[config.mk]
export PLATFORM = sky130hd
export DESIGN_NAME = universal_ff_reg
export DESIGN_NICKNAME = d
export VERILOG_FILES = /design/src/rtl/universal_ff_reg_pkg.sv /design/src/rtl/universal_ff_reg_next_state.sv /design/src/rtl/universal_ff_reg.sv
export SDC_FILE = /design/constraint.sdc
export NUM_CORES = 1
export LEC_CHECK = 0
export BUFFER_PORTS_ARGS = -buffer_cell sky130_fd_sc_hd__buf_2
export CAP_MARGIN = 20
export CORE_AREA = 2 2 52 54
export CTS_CLUSTER_SIZE = 12
export DETAILED_ROUTE_END_ITERATION = 7
export DIE_AREA = 0 0 54 56
export GPL_TIMING_DRIVEN = 0
export PLACE_DENSITY = 0.72
export SETUP_SLACK_MARGIN = 0.02
export SLEW_MARGIN = 20
export SYNTH_ARGS = -nofsm -noshare
export SYNTH_HDL_FRONTEND = slang
export SYNTH_SLANG_ARGS = --single-unit
export TNS_END_PERCENT = 20
[constraint.sdc]
create_clock -name clk -period 1.6 [get_ports clk]
set_input_delay 0 -clock clk [delete_from_list [all_inputs] [get_ports clk]]
set_output_delay 0 -clock clk [all_outputs]
set_load 0.01 [all_outputs]
[src/rtl/universal_ff_reg_pkg.sv]
// Shared mode encoding for the universal flip-flop register bank.
package uff_pkg;

  typedef logic [1:0] uff_mode_t;

  localparam uff_mode_t MODE_SR = 2'b00;
  localparam uff_mode_t MODE_JK = 2'b01;
  localparam uff_mode_t MODE_D  = 2'b10;
  localparam uff_mode_t MODE_T  = 2'b11;

endpackage

[src/rtl/universal_ff_reg_next_state.sv]
// One-bit next-state function for the universal flip-flop (SR/JK/D/T).
module uff_next_state
  import uff_pkg::*;
(
  input  logic      q,
  input  logic      a,
  input  logic      b,
  input  uff_mode_t mode,
  output logic      q_next
);

  always_comb begin
    q_next = q;
    case (mode)
      // S=R=1 is treated as hold so the bit never goes X or oscillates
      MODE_SR: q_next = (a & ~b) ? 1'b1 : ((~a & b) ? 1'b0 : q);
      MODE_JK: q_next = (a & ~q) | (~b & q);
      MODE_D:  q_next = a;
      MODE_T:  q_next = q ^ a;
      default: q_next = q;
    endcase
  end

endmodule

[src/rtl/universal_ff_reg.sv]
// WIDTH-bit multi-mode (SR/JK/D/T) flip-flop bank with clock enable and illegal-SR flagging.
// Optional saturating illegal-SR event counter on err_cnt when UFF_ERR_CNT_EN is defined.
module universal_ff_reg
  import uff_pkg::*;
#(
  parameter int               WIDTH     = 8,
  parameter logic [WIDTH-1:0] RESET_VAL = '0,
  parameter int               ERR_CNT_W = 8
) (
  input  logic                 clk,
  input  logic                 rst,
  input  logic                 en,
  input  logic [1:0]           mode,
  input  logic [WIDTH-1:0]     a,
  input  logic [WIDTH-1:0]     b,
  output logic [WIDTH-1:0]     q,
  output logic [WIDTH-1:0]     qbar,
  output logic                 changed,
  output logic                 sr_err
`ifdef UFF_ERR_CNT_EN
  ,
  output logic [ERR_CNT_W-1:0] err_cnt
`endif
);

  logic [WIDTH-1:0] q_next;
  logic             sr_err_now;

`ifdef UFF_ERR_CNT_EN
  function automatic logic [ERR_CNT_W-1:0] sat_inc(input logic [ERR_CNT_W-1:0] cnt);
    return (&cnt) ? cnt : cnt + 1'b1;
  endfunction
`endif

  for (genvar i = 0; i < WIDTH; i++) begin : g_bit
    uff_next_state u_ns (
      .q      (q[i]),
      .a      (a[i]),
      .b      (b[i]),
      .mode   (mode),
      .q_next (q_next[i])
    );
  end

  assign sr_err_now = (mode == MODE_SR) && (|(a & b));
  assign qbar       = ~q;

  // Register stage: all state lives in this one block
  always_ff @(posedge clk or posedge rst) begin
    if (rst) begin
      q       <= RESET_VAL;
      changed <= 1'b0;
      sr_err  <= 1'b0;
`ifdef UFF_ERR_CNT_EN
      err_cnt <= '0;
`endif
    end else if (en) begin
      q       <= q_next;
      changed <= (q_next != q);
      sr_err  <= sr_err_now;
`ifdef UFF_ERR_CNT_EN
      if (sr_err_now) err_cnt <= sat_inc(err_cnt);
`endif
    end else begin
      changed <= 1'b0;
      sr_err  <= 1'b0;
    end
  end

endmodule
[Word-level counts from Yosys, hierarchy flattened]
Index checks and enable logic that the tools add are counted.
Storage, ports and cells
  register bits after elaboration: 10
  output and inout bits: 18
  word-level logic and storage cells: 110
Cells by class
  equal/unequal tests: 4
  muxes and demuxes: 26
  bitwise logic cells: 74
  reduce and logical (&&, ||, !) cells: 3
Operator list (number)
  AND 1 bit: 32
  one-hot mux 1 bit (4 select lines): 8
  inverter 1 bit: 24
  two-way mux 1 bit: 18
  AND 8 bit: 1
  != test 8 bit: 1
  inverter 8 bit: 1
  OR 1 bit: 8
  OR reduction 8 bit: 1
  XOR 1 bit: 8
  equality test 2 bit, second input constant: 2
  equality test 2 x 1 -> 1 bit, second input constant: 1
  logical NOT 2 bit: 1
  logical AND 1 bit: 1

[Longest topological paths before layout]
  word-level depth: 7
  mapped depth: 6
  mapped depth without buffers: 5

[Hierarchy]
Synthesis repeated with hierarchy kept, for this count alone.
Second synthesis, totals
  cells, all modules: 102
  area total of the unflattened synthesis: 825.8 um^2
Modules (own cells, without submodules)
  universal_ff_reg: instances 1, cells an instance 54, area each 495.5 um^2, seq. area each 250.2 um^2
  uff_next_state: instances 8, cells an instance 6, area each 41.3 um^2, seq. area each 0.0 um^2

[Worst setup path after synthesis]
Ideal clock, no wire load.
  kind: reg-to-reg
  from: register q[7]
  to: register changed
  setup time: 0.129 ns
  data arrival time: 1.323 ns
  data required time: 1.471 ns
  setup slack: 0.147 ns
  stages on the path, launching flop included: 6
  cells stage by stage: dfrtp_1 > inv_2 > or3_1 > o211ai_2 > nand4_1 > o41a_1
Between the ends
  cells in the longest elaborated chain, start to end: 6
  elaborated cells between the ends (all ways): 10
Ends and longest elaborated chain
  from (decl): RTL line universal_ff_reg.sv:16  | output logic [WIDTH-1:0] q,
  from (signal assigned): RTL line universal_ff_reg.sv:58  | q <= q_next;
  inverter 1 bit: RTL line universal_ff_reg_next_state.sv:17  | MODE_JK: q_next = (a & ~q) | (~b & q);
  AND 1 bit: RTL line universal_ff_reg_next_state.sv:17
  OR 1 bit: RTL line universal_ff_reg_next_state.sv:17
  one-hot mux 1 bit (4 select lines): RTL line universal_ff_reg_next_state.sv:14  | case (mode)
  != test 8 bit *: RTL line universal_ff_reg.sv:59  | changed <= (q_next != q);
  two-way mux 1 bit *: RTL line universal_ff_reg.sv:57  | end else if (en) begin
  to (signal assigned): RTL line universal_ff_reg.sv:59
  to (decl): RTL line universal_ff_reg.sv:18  | output logic changed,
Mark *: on every way between the ends. The rest lies on a longest branch, timed or not.
A chain may end at the register's enable or synchronous reset.

[Final worst setup path]
Ends and elaborated chain as after synthesis.

==> metrics.md <==
| Metric | Value |
|---|---|
| Status | `complete, no violations` |
| Top post-synthesis cells by area | `dfrtp_1 23%, o21ai_0 6.5%, nand2_1 6.3%` |
| Layout fillers | `247` |
| Register area share after synthesis | `0.234` |
| Row count | `18` |
| PD cells | `922 nW/um2` |
| CTS clk-pin slew, worst paths | `0.08 ns` |
| Syn_area_per_cell | `7.19 um2` |
| Worst setup path class | `flip-flop to flip-flop` |
| Critical path destination | `changed` |
| Setup Skew | `0.00211 ns` |
| Antenna violations before repair | `0` |
| Class of the worst hold path | `input port to flip-flop` |
| Worst setup path start | `q[7]` |
| Vias in the first global route | `1,191` |
| Synth area leader | `dfrtp_1` |
| Buffers on Ports | `38` |
| Post-CTS Setup Repair Bufs | `0` |
| Routability Congestion | `0.836` |
| Peak Freq | `675 MHz` |
| R2R Path End | `changed` |
| Final Critical Period | `1.48 ns` |
| Startpoint Class | `flip-flop` |
| Root Buffer Master | `clkbuf_4` |
| Leak Pwr | `0.000651 uW` |
| Final hold violations | `0` |
| FF+latch area | `253 um2` |
| Maximum vdd drop | `0.440 mV` |
| Count leader, synth | `nand2_1` |
| Least-Margin Pin Slew | `0.529 ns` |
| Max-slew violation count | `0` |
| Max_slew headroom | `0.648` |
| GRT overflow | `0` |
| DPL Wire Length | `2.38 mm` |
| Worst Path Arrival | `1.64 ns` |
| Worst hold start | `a[5]` |
| Fin nets | `214` |
| Routed wire length | `3.32 mm` |
| Vert. Die Dim | `56 um` |
| Via count | `1,304` |
| DR DRC count | `0` |
| Ant. Diodes | `0` |
| Synth top area share | `0.234` |
| Worst Setup End Kind | `flip-flop` |
| Number of synthesized register bits | `10` |
| Critical Path RT | `1.76 ns` |
| Fin util | `0.548` |
| FF-to-FF Start | `q[7]` |
| Distinct cells, synth | `36` |
| Die Wd | `54 um` |
| Largest net degree at the start of global routing | `11` |
| Yosys warning count | `0` |
| Gr usage total | `0.233` |
| Main synth FF type | `dfrtp_1` |
| Multi-input gate area | `659 um2` |
| Remaining antenna violation count | `0` |
| Skew-Pair Late Insertion Delay | `0.27 ns` |
| Max Fanout on Critical Path | `8` |
| Core Region | `2430 um2` |
| Area Overhead vs Synth | `24.5%` |
| MaxCap Viol Count | `0` |
| First-pass GRT wire length | `5.33 mm` |
| Period utilization | `0.925` |
| Sink Count | `10` |
| CTS H-tree depth | `1` |
| Cts bufs inserted | `3` |
| RSZ-0062 raised after global routing | `false` |
| EDFF count, synth | `0` |
| Max Root-Sink Buffers | `2` |
| Top Ports | `39` |
| R2r setup slk | `0.12 ns` |
| TritonCTS clock tree | `done` |
| Most instantiated cells after synthesis | `18 x nand2_1, 16 x inv_1, 14 x o21ai_0` |
| DR WL/cell | `15.0 um` |
| Cell Area, Synth | `1070 um2` |
| Post-synth ARST share | `1.00` |
| Area of the die | `3020 um2` |
| Design area | `1330 um2` |
| Setup violators final | `0` |
| R2R depth | `5` |
| Synth Instances | `149` |
| DR iter-0 viols | `92` |
| Synthesized net count | `170` |
| Final TNS setup | `0 ns` |
| Dpl cell area | `1300 um2` |
| Vias per cell | `5.90` |
| Drt first pass iters | `4` |
| Starting Density | `0.440` |
| Share of layout cells above drive strength 1 | `0.298` |
final cells by class:
class                      count  share of cell area
inverter                      17              0.0478
tap                           30              0.0281
timing repair buffer          39               0.150
clock buffer                   3              0.0169
sequential                    10               0.189
buffer                        15              0.0732
multi-input combinational    107               0.494
state kept, by name (all words and copies together) (netlist names):
register and count:
changed 1, q 8, sr_err 1
where the power goes:
group	internal (uW)	switching (uW)
clock network	87.2	105
logic	312	332
registers	308	84.8
logic make-up (layout without fill, tap and decap cells):
group / count (synthesis) / count (layout) / synth area share
AO/OA/AOI/OAI: 60 / 60 / 0.390
AND/OR/NAND/NOR: 44 / 44 / 0.197
buffers and inverters: 32 / 74 / 0.151
flip-flops: 10 / 10 / 0.234
multiplexers: 3 / 3 / 0.0280
worst min path at each step:
stage	end	slack [ns]	cells past startpoint
global route	q[5]	0.009	3
finish	q[5]	0.01	3
detailed placement	q[3]	0.02	2
CTS	q[5]	0.0003	3
floorplan	changed	-0.16	1
global placement	q[3]	0.02	2
critical path: stages (launching register included):
cell and delay, ns:
dfrtp_2 0.45, inv_2 0.06, or3_1 0.35, o211ai_2 0.07, nand4_1 0.11, o41a_1 0.33
cell usage in the layout, fill, tap and decap left out, types with 6 or more instances in the layout:
cell type / netlist / routed
nor2_1: 7 / 7
nor2b_1: 7 / 7
nand2_1: 18 / 18
inv_1: 16 / 16
o21ai_0: 14 / 14
buf_4: 8 / 8
a21oi_1: 10 / 10
a222oi_1: 6 / 6
buf_2: 3 / 41
dfrtp_1: 10 / 8
o22ai_1: 9 / 9
timing repair:
action                                  4_1_cts  5_1_grt
resized for setup                             0        2
endpoints found under the setup margin        0        1
hold buffers                                  1        0
hold endpoints to repair                     10        0
per-stage QoR:
stage               hold WS, ns  setup WS (ns)  total power (uW)  instances
floorplan                -0.160          0.147               805        149
global placement         0.0177         0.0911              1010        217
detailed placement       0.0199         0.0555              1030        217
CTS                    0.000314         0.0414              1220        221
global route            0.00925         0.0287              1330        221
finish                   0.0144          0.119              1230        221
routing by layer:
| layer | up-vias | part of all wire | GRT usage |
|---|---|---|---|
| li1 | 627 | - | - |
| met1 | 610 | 0.44 | 0.306 |
| met2 | 60 | 0.47 | 0.362 |
| met3 | 7 | 0.068 | 0.0403 |
| met4 | 0 | 0.018 | 0.107 |
| met5 | - | 0 | 0 |
(Power assumes the default switching activity.)
